$ cat src/rtl/popcount_stream.sv
// popcount_stream: accepts one word over valid/ready, counts its ones (or zeros)
// CHUNKWIDTH bits per clock, and returns the count over a second valid/ready.
module popcount_stream #(
  parameter int DATAWIDTH  = 16,
  parameter int CHUNKWIDTH = 4
) (
  input  logic                       i_clk,
  input  logic                       i_rst,
  input  logic                       i_Valid,
  output logic                       o_Ready,
  input  logic [DATAWIDTH-1:0]       i_DataIn,
  input  logic                       i_CountZeros,
  output logic                       o_Valid,
  input  logic                       i_Ready,
  output logic [$clog2(DATAWIDTH):0] o_Count,
  output logic                       o_Busy
);

  localparam int NCHUNK = DATAWIDTH / CHUNKWIDTH;
  localparam int CNT_W  = $clog2(DATAWIDTH) + 1;
  localparam int PC_W   = $clog2(CHUNKWIDTH) + 1;
  localparam int IDX_W  = (NCHUNK > 1) ? $clog2(NCHUNK) : 1;
  localparam logic [IDX_W-1:0] LAST_IDX = IDX_W'(NCHUNK - 1);

  generate
    if (DATAWIDTH % CHUNKWIDTH != 0) begin : g_bad_chunk
      $error("popcount_stream: DATAWIDTH must be a multiple of CHUNKWIDTH");
    end
  endgenerate

  function automatic logic [PC_W-1:0] popcnt(input logic [CHUNKWIDTH-1:0] c);
    logic [PC_W-1:0] s;
    s = '0;
    for (int i = 0; i < CHUNKWIDTH; i++) begin
      s = s + PC_W'(c[i]);
    end
    return s;
  endfunction

  typedef enum logic [1:0] {
    IDLE  = 2'd0,
    COUNT = 2'd1,
    DONE  = 2'd2
  } state_t;

  state_t               state;
  state_t               state_nxt;
  logic [DATAWIDTH-1:0] word_p0;
  logic [DATAWIDTH-1:0] word_shift;
  logic [CNT_W-1:0]     acc_p0;
  logic [CNT_W-1:0]     sum;
  logic [CNT_W-1:0]     count_p1;
  logic [IDX_W-1:0]     idx_p0;
  logic                 last;

  // The latched word is shifted down one chunk per COUNT cycle, so the
  // chunk being counted is always the low CHUNKWIDTH bits.
  generate
    if (NCHUNK > 1) begin : g_shift
      assign word_shift = {{CHUNKWIDTH{1'b0}}, word_p0[DATAWIDTH-1:CHUNKWIDTH]};
    end else begin : g_noshift
      assign word_shift = '0;
    end
  endgenerate

  assign last = (idx_p0 == LAST_IDX);
  assign sum  = acc_p0 + CNT_W'(popcnt(word_p0[CHUNKWIDTH-1:0]));

  always_comb begin
    state_nxt = state;
    case (state)
      IDLE:    if (i_Valid) state_nxt = COUNT;
      COUNT:   if (last)    state_nxt = DONE;
      DONE:    if (i_Ready) state_nxt = IDLE;
      default: state_nxt = IDLE;
    endcase
  end

  // Stage p0: word capture and chunk accumulation; stage p1: published result
  always_ff @(posedge i_clk or posedge i_rst) begin
    if (i_rst) begin
      state    <= IDLE;
      word_p0  <= '0;
      acc_p0   <= '0;
      idx_p0   <= '0;
      count_p1 <= '0;
    end else begin
      state <= state_nxt;
      case (state)
        IDLE: begin
          if (i_Valid) begin
            word_p0 <= i_CountZeros ? ~i_DataIn : i_DataIn;
            acc_p0  <= '0;
            idx_p0  <= '0;
          end
        end
        COUNT: begin
          word_p0 <= word_shift;
          acc_p0  <= sum;
          idx_p0  <= idx_p0 + IDX_W'(1);
          if (last) count_p1 <= sum;
        end
        default: ;
      endcase
    end
  end

  assign o_Ready = (state == IDLE);
  assign o_Busy  = (state != IDLE);
  assign o_Valid = (state == DONE);
  assign o_Count = count_p1;

endmodule

$ cat config.mk
export PLATFORM = sky130hd
export DESIGN_NAME = popcount_stream
export DESIGN_NICKNAME = d
export VERILOG_FILES = /design/src/rtl/popcount_stream.sv
export SDC_FILE = /design/constraint.sdc
export NUM_CORES = 1
export LEC_CHECK = 0
export CORE_MARGIN = 8
export CORE_UTILIZATION = 31
export CTS_BUF_LIST = sky130_fd_sc_hd__clkbuf_4
export DETAILED_ROUTE_END_ITERATION = 12
export PLACE_DENSITY = 0.54
export SYNTH_ARGS = -nofsm -noshare
export SYNTH_HDL_FRONTEND = slang
export SYNTH_SLANG_ARGS = --single-unit
$ cat constraint.sdc
create_clock -name i_clk -period 2.5 [get_ports i_clk]
set_input_delay 0.5 -clock i_clk [delete_from_list [all_inputs] [get_ports i_clk]]
set_output_delay 0.5 -clock i_clk [all_outputs]
set_load 0.01 [all_outputs]
==> results of run 1 <==
==> kinds of logic after synthesis <==
| group | Yosys count | share of synthesized area (%) |
|---|---|---|
| buffers and inverters | 17 | 6.49 |
| flip-flops | 30 | 45.2 |
| AND/OR/NAND/NOR | 45 | 14.9 |
| multiplexers | 1 | 0.905 |
| XOR/XNOR | 19 | 10.0 |
| AO/OA/AOI/OAI | 46 | 17.3 |
| adder cells (fa/ha/maj) | 5 | 5.13 |
==> Yosys cell counts <==
cell type and instances:
a22o_1 3, o22a_1 11, o21ai_0 12, o22ai_1 1
or2_1 1, nor3_1 1, nor2b_1 18, inv_1 8
ha_1 2, a21o_1 1, nor3b_1 1, a21oi_1 17
or2_2 1, xnor2_1 13, nand2b_1 2, buf_12 1
nor2_1 4, nand3_1 1, nand2_4 1, buf_2 4
o21ai_1 1, fa_1 3, and2b_1 1, nand2_1 13
clkbuf_1 1, xor2_1 6, and2b_4 1, dfrtp_1 30
buf_6 3, mux2_4 1
==> per-layer routing <==
metal	up-vias	wire [um]
met4	0	45
met2	31	1540
met1	566	1680
met3	5	217
met5	-	0
li1	609	-
==> final timing paths <==
check	start	slack, ns	end
hold / removal	o_Count[0]	0.48	o_Count[0]
hold reg to reg	o_Count[0]	0.48	o_Count[0]
setup reg to reg	word_p0[0]	0.17	acc_p0[4]
max in group asynchronous	i_rst	1.67	word_p0[13]
setup / recovery	word_p0[0]	0.17	acc_p0[4]
min in group asynchronous	i_rst	0.54	acc_p0[4]
==> sequential cells by signal, summed over array words and instances (netlist names) <==
register and flops:
state 2, acc_p0 5, idx_p0 2, o_Count 5, word_p0 16
==> critical path: cells and delay by family (launching register included) <==
family	cells	cell delay, ns
AO/OA/AOI/OAI	2	0.38
adder cells (fa/ha/maj)	3	1.15
buffers and inverters	2	0.13
flip-flops	1	0.41
AND/OR/NAND/NOR	1	0.15
==> area by class of cell <==
cell class	count	area (um^2)	share of cell area (%)
Clock buffer	6	45.0	2.21
Clock inverter	2	8.76	0.429
Inverter	8	30.0	1.47
Multi-Input combinational cell	116	801	39.2
Sequential cell	30	751	36.8
Tap cell	70	87.6	4.29
Timing Repair Buffer	33	318	15.6
==> power groups by stage <==
stage	sequential [W]	combinational, W	clock, W
after global placement	0.000844	0.00126	0
after CTS	0.000849	0.00128	0.000298
final	0.000847	0.00126	0.000289
after global routing	0.000881	0.00144	0.000326
after floorplan	0.000848	0.000934	0
after detailed placement	0.000860	0.00128	0
==> per-stage QoR <==
stage	std cells	area [um^2]
finish	265	2040
global route	265	2040
CTS	265	2040
detailed placement	257	1990
global placement	257	1990
floorplan	163	1660
==> impl_metrics.csv, run 1 <==
group,metric,value,unit
layout,nFillCells,538,
clock_network,cts-htree-levels,2,
sta,finalSetupViolations,0,
clock_network,postCtsHoldBufs,0,
worst_setup_path,cp_slowest_stage_delay,0.54,ns
floorplan,rows,26,
sta,tightest_slew,0.392,ns
global_route,grt_max_degree,31,
layout,layout_commonest_cell,"dfrtp_1",
sta,max_freq,430,MHz
sta,rsz0062_at_grt,"false",
run_status,status,"complete, no violations",
pwr,power.switching,0.000921,W
yosys,synth_area_leaders,"dfrtp_1, xnor2_1, nor2b_1",
placed_design,port_buffers,28,
layout,layout-drive-gt1-share,8.21,%
worst_setup_path,worstSetupEndpointType,"flop",
pwr,p_per_area,1170,mW/mm^2
sta,fin_worst_skew,0.00426,ns
min_path,min_path_cells,2,
pwr,comb_power_share,52.6,%
global_route,groute.usage.overall,9.98,%
pwr,pwr-share-clk,12.1,%
global_route,antenna_found_initial,0,
pwr,switching_share,38.5,%
sta,fin_crit_sh,93.1,%
yosys,synth_seq_area_share,45.2,%
clock_network,cts_root_buf,"clkbuf_4",
layout,nets,220,
routing,wl_per_cell,13.1,um
yosys,synthCells,163,
sta,hold_violations,0,
clock_network,cts_resized,0,
routing,ant_nets,0,
yosys,yosysTopAreaCell,"dfrtp_1",
clock_network,cts_tree,"done",
pwr,p_int,0.00147,W
floorplan,start_util,32.3,%
layout,mostFrequentLayoutCells,"dfrtp_1, clkdlybuf4s50_1, nor2b_1, a21oi_1",
routing,vias,1211,
yosys,synth_top_area_share,45.2,%
clock_network,cts_buffers,5,
layout,area_growth,23.0,%
yosys,synth_warnings,0,
worst_setup_path,critPathRequiredTime,2.73,ns
yosys,avgSynthCellArea,10.2,um^2
sta,setup_tns,0,ns
global_route,grt_overflow,0,
global_route,met3_usage,4.04,%
floorplan,die-width,89.2,um
pwr,peakVddDrop,0.000465,V
worst_setup_path,path_class,"reg -> reg",
worst_setup_path,path_cells,"fa_1 > inv_1 > fa_1 > inv_1 > fa_1 > nand3_1 > a21o_1 > a22o_1",
global_route,grt_pass1_wl,6070,um
global_route,use_met1,12.6,%
sta,fin_hold_ws,0.483,ns
placed_design,pre_cts_ws,0.170,ns
clock_network,clock_latency,0.33,ns
yosys,synth.distinct_cells,30,
pwr,leakage,0.876,nW
sta,slew_viol_final,0,
sta,worst_slack,0.173,ns
min_path,hp-class,"reg -> reg",
job,drv_cap,0,
placed_design,place_congestion,0.749,
yosys,syn-cell-area,0.00166,mm^2
floorplan,core_area,0.00514,mm^2
global_route,grt_pass1_vias,1330,
global_route,grt_use_met2,15.1,%
worst_setup_path,cp-start-kind,"flop",
global_route,busiest_layer,"met2",
routing,vias_per_cell,4.57,
worst_setup_path,rr_worst_depth,8,
worst_setup_path,arrival,2.56,ns
clock_network,cts_buffer_depth,2,
floorplan,io_pins,29,
layout,antenna_cells,0,
clock_network,clkTransAtPathRegs,0.10,ns
sta,period_minus_slack,2.33,ns
routing,first_iter_violations,22,
clock_network,post_cts_buffers,0,
pwr,p_seq_share,35.4,%
sta,slew_headroom,73.9,%
floorplan,dieArea,0.00795,mm^2
placed_design,hpwl,2570,um
worst_setup_path,slowest_stage,"fa_1",
clock_network,cts_sinks,30,
worst_setup_path,cp_max_fo,4,
routing,totalWireLength,3480,um
worst_setup_path,crit_path_frequent_cell,"fa_1",
yosys,syn_nets,189,
routing,drtPass1Iterations,4,
layout,fin_util,39.7,%
pwr,fin_total_pwr,0.00239,W
yosys,synth_seq_cells,30,
floorplan,die_y,89.2,um
routing,drc,0,
Note: power is estimated with default switching activity, not from simulation.
==> run 2: changes to the inputs <==
- CORE_UTILIZATION: 31 -> 54
- PLACE_DENSITY: 0.54 -> 0.83
==> run 2 against run 1 <==
Compared with the run above:
- core utilization increased by 27 points
- final area decreased by 2.3%
- global-route usage increased by 4.8 points
- flip-flop and latch count unchanged
- clock power about the same
- hold slack improved by 0.012 ns
- wire length decreased by 0.14%
- power increased by 0.57%
- setup slack improved by 0.018 ns
- critical endpoint unchanged
==> impl_metrics.csv, run 2 (synthesized netlist as in run 1, its figures left out) <==
group,metric,value,unit
routing,vias,1249,
min_path,hold_start,"o_Count[4]",
clock_network,cts_resized,0,
sta,tightest_slew,0.377,ns
sta,finalSetupViolations,0,
floorplan,die-width,71.4,um
routing,ant_nets,0,
run_status,status,"complete, no violations",
worst_setup_path,worstSetupEndpointType,"flop",
clock_network,cts_root_buf,"clkbuf_4",
clock_network,postCtsHoldBufs,0,
worst_setup_path,reg2reg_to,"acc_p0[4]",
sta,fin_worst_skew,0.00716,ns
routing,wl_per_cell,15.3,um
sta,fin_crit_sh,92.4,%
pwr,peakVddDrop,0.000615,V
worst_setup_path,arrival,2.54,ns
clock_network,cts_tree,"done",
placed_design,placed_cells,220,
clock_network,cts_sinks,30,
clock_network,post_cts_buffers,0,
global_route,grt_max_degree,31,
clock_network,cts_buffer_depth,2,
worst_setup_path,cp_max_fo,4,
worst_setup_path,r2r_slack,0.19,ns
floorplan,die_y,71.4,um
min_path,holdPathEnd,"o_Count[4]",
placed_design,port_buffers,28,
global_route,antenna_found_initial,0,
sta,hold_violations,0,
global_route,groute.usage.overall,14.8,%
layout,area_growth,20.1,%
worst_setup_path,rr_worst_depth,8,
layout,largest_reg_flops,16,
clock_network,cts_buffers,5,
global_route,grt_overflow,0,
layout,nets,220,
floorplan,core_area,0.00298,mm^2
sta,setup_tns,0,ns
worst_setup_path,critPathRequiredTime,2.73,ns
sta,fin_hold_ws,0.495,ns
placed_design,place_congestion,0.824,
worst_setup_path,worstReg2RegStart,"word_p0[0]",
layout,fin_cells,227,
placed_design,hpwl,2550,um
sta,slew_headroom,74.9,%
floorplan,rows,20,
layout,largest_register,"word_p0",
layout,layout_commonest_cell,"dfrtp_1",
worst_setup_path,cp-start-kind,"flop",
clock_network,clkTransAtPathRegs,0.09,ns
clock_network,cts-htree-levels,2,
sta,max_freq,433,MHz
min_path,hp-class,"reg -> reg",
clock_network,clock_latency,0.34,ns
floorplan,start_util,55.7,%
routing,drtPass1Iterations,4,
sta,slew_viol_final,0,
routing,drc,0,
global_route,grt_pass1_vias,1315,
sta,rsz0062_at_grt,"false",
layout,layout-drive-gt1-share,8.25,%
floorplan,dieArea,0.00510,mm^2
job,drv_cap,0,
layout,antenna_cells,0,
routing,first_iter_violations,43,
global_route,grt_pass1_wl,5870,um
layout,mostFrequentLayoutCells,"dfrtp_1, clkdlybuf4s50_1, nor2b_1, a21oi_1",
pwr,leakage,0.875,nW
routing,totalWireLength,3480,um
worst_setup_path,path_class,"reg -> reg",
sta,period_minus_slack,2.31,ns
pwr,p_per_area,1210,mW/mm^2
routing,vias_per_cell,5.50,
min_path,min_path_cells,2,
floorplan,io_pins,29,
## run 2: power by group
part / internal (W) / switching [W] / leakage (nW)
combinational: 0.000644 / 0.000622 / 0.473
sequential: 0.000709 / 0.000142 / 0.370
clock: 0.000127 / 0.000162 / 0.0322
## run 2: routing by layer
layer / track usage (%) / vias to the layer above / share of wire, %
li1: - / 606 / -
met1: 16.2 / 600 / 44
met2: 23.6 / 28 / 47
met3: 4.32 / 15 / 4.2
met4: 11.3 / 0 / 4.2
met5: 0 / - / 0
## run 2: how the worst max path moves through the flow
stage / cells after the start / endpoint / slack [ns] / startpoint
global placement: 8 / acc_p0[4] / 0.25 / word_p0[0]
detailed placement: 8 / acc_p0[4] / 0.20 / word_p0[0]
finish: 8 / acc_p0[4] / 0.19 / word_p0[0]
CTS: 8 / acc_p0[4] / 0.19 / word_p0[0]
global route: 8 / acc_p0[4] / 0.12 / word_p0[0]
floorplan: 8 / acc_p0[4] / 0.30 / word_p0[0]
## run 2: cell type report
cell class	count	area, um^2
fill	249	985
multi-input combinational	116	801
sequential	30	751
timing repair buffer	33	318
clock buffer	7	52.6
tap	33	41.3
inverter	8	30.0
## run 2: critical path, stage by stage (launching register included)
cell	delay (ns)
dfrtp_1	0.41
fa_1	0.53
inv_1	0.05
fa_1	0.38
inv_1	0.08
fa_1	0.24
nand3_1	0.15
a21o_1	0.20
a22o_1	0.17
## run 2: through the flow
step           area (um^2)  setup slack, ns  power [W]  utilization, %
2_1_floorplan         1660            0.303    0.00178               -
3_3_place_gp          1940            0.251    0.00206            65.2
3_5_place_dp          1940            0.202    0.00214            65.2
4_1_cts               1990            0.192    0.00243            66.9
5_1_grt               1990            0.119    0.00260            66.9
6_report              1990            0.191    0.00241            66.9
==> patch 1: new RTL, flow settings as in run 2 <==
Put one more register stage on the output `o_Count`, with the module's reset. The value now appears one clock later. The other outputs are not delayed to match.
--- a/src/rtl/popcount_stream.sv
+++ b/src/rtl/popcount_stream.sv
@@ -110,3 +110,9 @@
   assign o_Valid = (state == DONE);
-  assign o_Count = count_p1;
+  always_ff @(posedge i_clk or posedge i_rst) begin
+    if (i_rst) begin
+      o_Count <= '0;
+    end else begin
+      o_Count <= count_p1;
+    end
+  end
 
Function: changed (Yosys sat finds a counterexample within 10 cycles, from zero or initial values and one cycle with i_rst high).
==> patch 1 against run 2 <==
- final area up 6.7%
- utilization up 2.7 points
- count of clock-buffer cells in the layout down 2
- sequential cell count up 5
- hold slack worse by 0.10 ns
- sequential share of layout area up 3.5 points
- synthesized area up 3.8%
- setup slack worse by 0.031 ns
- non-clock buffer count unchanged
- power up 11%
- routed wire length down 2.3%
- sequential power up 14%
- clock power up 46%
==> patch 1: results (changes against run 2) <==
post-synthesis mux area share 0.6536% (was 0.9050%); Unique masters post-synth 31 (was 30); first-pass GRT wire length 5940 um (was 5865 um); Placed Instances 225 (was 220); Synth Area in XOR/XNOR 9.659% (was 10.03%); adder-cell share of the synthesized area 4.938% (was 5.128%); GR Util met2 24.37% (was 23.57%); number of global-route vias before repair 1277 (was 1315); met3 GRT Util 3.444% (was 4.324%); DP HPWL 2490 um (was 2547 um); Max FO, Critical Path 2 (was 4); Worst Reg2Reg Path Length in Cells 6 (was 8); WL final 3396 um (was 3476 um); Placement Cell Area 0.002036 mm^2 (was 0.001941 mm^2); top cells by count, synth dfrtp_1, a21oi_1, nor2b_1, xnor2_1, o22a_1 (was dfrtp_1, nor2b_1, a21oi_1, nand2_1, xnor2_1); Clock transition at path regs 0.12 ns (was 0.09 ns); post-synthesis sequential area ratio 50.84% (was 45.25%); Syn Inst Count 157 (was 163); fin nets 214 (was 220); fraction of layout cells with a size suffix above 1 10.05% (was 8.247%); Place WS 0.1270 ns (was 0.2022 ns); Tightest Pin Transition 0.4354 ns (was 0.3770 ns); status completed (unchanged); Final Skew 0.01110 ns (was 0.007157 ns); met1 GRT Util 16.89% (was 16.22%); Via Count 1219 (was 1249); setup slack after layout 0.1597 ns (was 0.1912 ns); worst vdd ir 0.0006217 V (was 0.0006148 V); WP data arrival 2.58 ns (was 2.54 ns); Leak 0.9295 nW (was 0.8750 nW); ranking of synthesized cells by area dfrtp_1, xnor2_1, o22a_1 (was dfrtp_1, xnor2_1, nor2b_1)
-- patch 1: metal layers --
layer  wire [um]  up-vias  share of wire, %
met3         130        2               3.8
met4          19        0              0.56
met5           0        -                 0
met1        1453      601                43
li1            -      590                 -
met2        1793       26                53
-- patch 1: cell type report --
class                      count  area [um^2]
sequential                    35        875.8
multi-input combinational    105        764.5
clock buffer                   5        37.54
timing repair buffer          33        317.8
tap                           44        55.05
inverter                       8        30.03
clock inverter                 3        46.29
fill                         244        925.9
-- patch 1: power breakdown --
part / internal (W) / leakage [nW] / switching, W
Clock: 0.000214 / 0.0418 / 0.000209
Sequential: 0.000821 / 0.434 / 0.000153
Combinational: 0.000653 / 0.454 / 0.000624
Total: 0.00169 / 0.930 / 0.000987
-- patch 1: repair_timing --
item / CTS / global route
hold buffers: 0 / 0
setup endpoints to repair: 0 / 1
gates resized for setup: 0 / 2
-- patch 1: worst min-delay path by stage --
stage                                  from                   end  slack [ns]  depth (start not counted)
detailed placement  count_p1[4]$_DFFE_PP0P_  o_Count[4]$_DFF_PP0_        0.36                          0
floorplan           count_p1[1]$_DFFE_PP0P_  o_Count[1]$_DFF_PP0_        0.35                          0
global route        count_p1[0]$_DFFE_PP0P_  o_Count[0]$_DFF_PP0_        0.40                          0
global placement    count_p1[2]$_DFFE_PP0P_  o_Count[2]$_DFF_PP0_        0.36                          0
finish              count_p1[0]$_DFFE_PP0P_  o_Count[0]$_DFF_PP0_        0.39                          0
CTS                 count_p1[0]$_DFFE_PP0P_  o_Count[0]$_DFF_PP0_        0.40                          0
-- patch 1: critical path: cells and delay by family (launching register included) --
family	cells	cell delay, ns
buffers and inverters	2	0.14
adders and majority gates	3	1.36
muxes	1	0.30
DFF	1	0.43
==> patch 2: new RTL, config.mk and constraints of run 2 <==
Without the edit above. Set the parameter `DATAWIDTH` to 8 (it was 16).
--- a/src/rtl/popcount_stream.sv
+++ b/src/rtl/popcount_stream.sv
@@ -3,3 +3,3 @@
 module popcount_stream #(
-  parameter int DATAWIDTH  = 16,
+  parameter int DATAWIDTH  = 8,
   parameter int CHUNKWIDTH = 4
Ports: changed (resized i_DataIn and o_Count); port bits go from 29 to 20. No check against the original RTL was run, so the function may have changed too.
==> patch 2 against run 2 <==
- final area decreased by 38%
- setup slack got worse by 0.046 ns
- synthesized area decreased by 40%
- count of clock-buffer cells in the layout decreased by 3
- power decreased by 38%
- maximum frequency decreased by 2.0%
- utilization increased by 3.5 points
- sequential power decreased by 33%
- synthesized cell count decreased by 39%
- global-route usage decreased by 1.1 points
- routed wire length decreased by 39%
- sequential cell count decreased by 11
- critical endpoint is now acc_p0[2]$_DFFE_PP0P_
- largest power group unchanged
==> patch 2: results (changes against run 2) <==
status completed (unchanged); number of global-route vias before repair 833 (was 1315); number of flip-flops in the largest register 8 (was 16); pin count of the biggest net entering global routing 20 (was 31); Mapped Nets 117 (was 189); Num CTS Buffers 3 (was 5); DRT iter0 DRCs 10 (was 43); wire per inst 14.63 um (was 15.31 um); FILL cells 136 (was 249); overall routing resource usage 13.72% (was 14.77%); fin nets 137 (was 220); Max FO, Critical Path 3 (was 4); Leak 0.5601 nW (was 0.8750 nW); Post-CTS Repair Setup Buffers 0 (unchanged); DP HPWL 1607 um (was 2547 um); ranking of synthesized cells by area dfrtp_1, xor2_1, fa_1 (was dfrtp_1, xnor2_1, nor2b_1); worst vdd ir 0.0008352 V (was 0.0006148 V); Final Skew 0.006694 ns (was 0.007157 ns); post-synthesis sequential area ratio 47.38% (was 45.25%); Tightest Pin Transition 0.7094 ns (was 0.3770 ns); top cells by count, synth dfrtp_1, o21ai_0, inv_1, nand2_1, xor2_1 (was dfrtp_1, nor2b_1, a21oi_1, nand2_1, xnor2_1); first-pass GRT wire length 3719 um (was 5865 um); fraction of layout cells with a size suffix above 1 4.202% (was 8.247%); worst skew pair latency 0.29 ns (was 0.34 ns); Via Count 763 (was 1249); Clock transition at path regs 0.11 ns (was 0.09 ns); Sw Ratio 40.82% (was 38.47%); Place WS 0.1772 ns (was 0.2022 ns); CP max stage delay 0.56 ns (was 0.53 ns); routability congestion estimate from global placement 0.8088 (was 0.8241); PortBufs 19 (was 28); Unique masters post-synth 25 (was 30); Worst Reg2Reg Path Length in Cells 6 (was 8); CP top delay family adder cells (unchanged); H-tree levels 1 (was 2)
## patch 2: cell types whose count changed after synthesis, moves of 3 or more
| cell | change |
|---|---|
| a32o_1 | +3 |
| nand2_1 | -5 |
| dfrtp_1 | -11 |
| a21oi_1 | -10 |
| nor2b_1 | -12 |
| o22a_1 | -10 |
| xnor2_1 | -11 |
## patch 2: final cells by class
class | instances | share of cell area (%)
flip-flops and latches | 19 | 38.70
multi-input cells | 68 | 38.09
inverters | 9 | 2.749
well taps | 25 | 2.546
clock buffers | 4 | 2.444
repair buffers | 19 | 15.48
## patch 2: cells by family (layout without fill, tap and decap cells)
kind of cell | count (synthesis) | count (layout) | share of synthesized area (%)
DFF | 19 | 19 | 47.38
and+or+nand+nor | 26 | 26 | 13.47
xor gates and xnor gates | 10 | 10 | 8.729
adders and majority gates | 4 | 4 | 7.232
AOI/OAI and AO/OA | 28 | 28 | 17.21
buffers and inverters | 13 | 32 | 5.984
## patch 2: per-layer routing
metal	global-route usage, %	vias up	share of wire [%]
met5	0	-	0
met4	6.143	0	1.5
met3	2.386	2	4.1
met2	22.27	23	50
met1	17.25	370	44
li1	-	368	-
## patch 2: worst paths after layout
check,start,end,slack (ns)
max reg2reg,word_p0[0]$_DFFE_PP0P_,acc_p0[2]$_DFFE_PP0P_,0.14
min in group asynchronous,i_rst,acc_p0[1]$_DFFE_PP0P_,0.62
max,word_p0[0]$_DFFE_PP0P_,acc_p0[2]$_DFFE_PP0P_,0.14
min,o_Count[3]$_DFFE_PP0P_,o_Count[3]$_DFFE_PP0P_,0.49
max in group asynchronous,i_rst,word_p0[6]$_DFFE_PP0P_,1.43
min reg2reg,o_Count[3]$_DFFE_PP0P_,o_Count[3]$_DFFE_PP0P_,0.49
## patch 2: through the flow
step	utilization, %	area, um^2	total power, W	std cells
6_report	70.39	1229	0.001484	144
5_1_grt	70.39	1229	0.001617	144
4_1_cts	70.39	1229	0.001490	144
3_5_place_dp	68.67	1199	0.001322	140
3_3_place_gp	68.67	1199	0.001270	140
2_1_floorplan	-	1003	0.001076	100
## patch 2: power groups by stage
| stage | Clock [W] | Combinational [W] | Sequential (W) |
|---|---|---|---|
| after floorplan | 0 | 0.000551 | 0.000525 |
| after global placement | 0 | 0.000707 | 0.000564 |
| after detailed placement | 0 | 0.000750 | 0.000573 |
| after CTS | 0.000165 | 0.000757 | 0.000569 |
| after global routing | 0.000176 | 0.000850 | 0.000591 |
| final | 0.000164 | 0.000748 | 0.000572 |
## patch 2: worst register-to-register path, cell delays in order, from the launching register on
cell     delay, ns
dfrtp_1       0.44
fa_1          0.56
inv_1         0.05
fa_1          0.40
fa_1          0.43
a21o_1        0.19
a22o_1        0.17
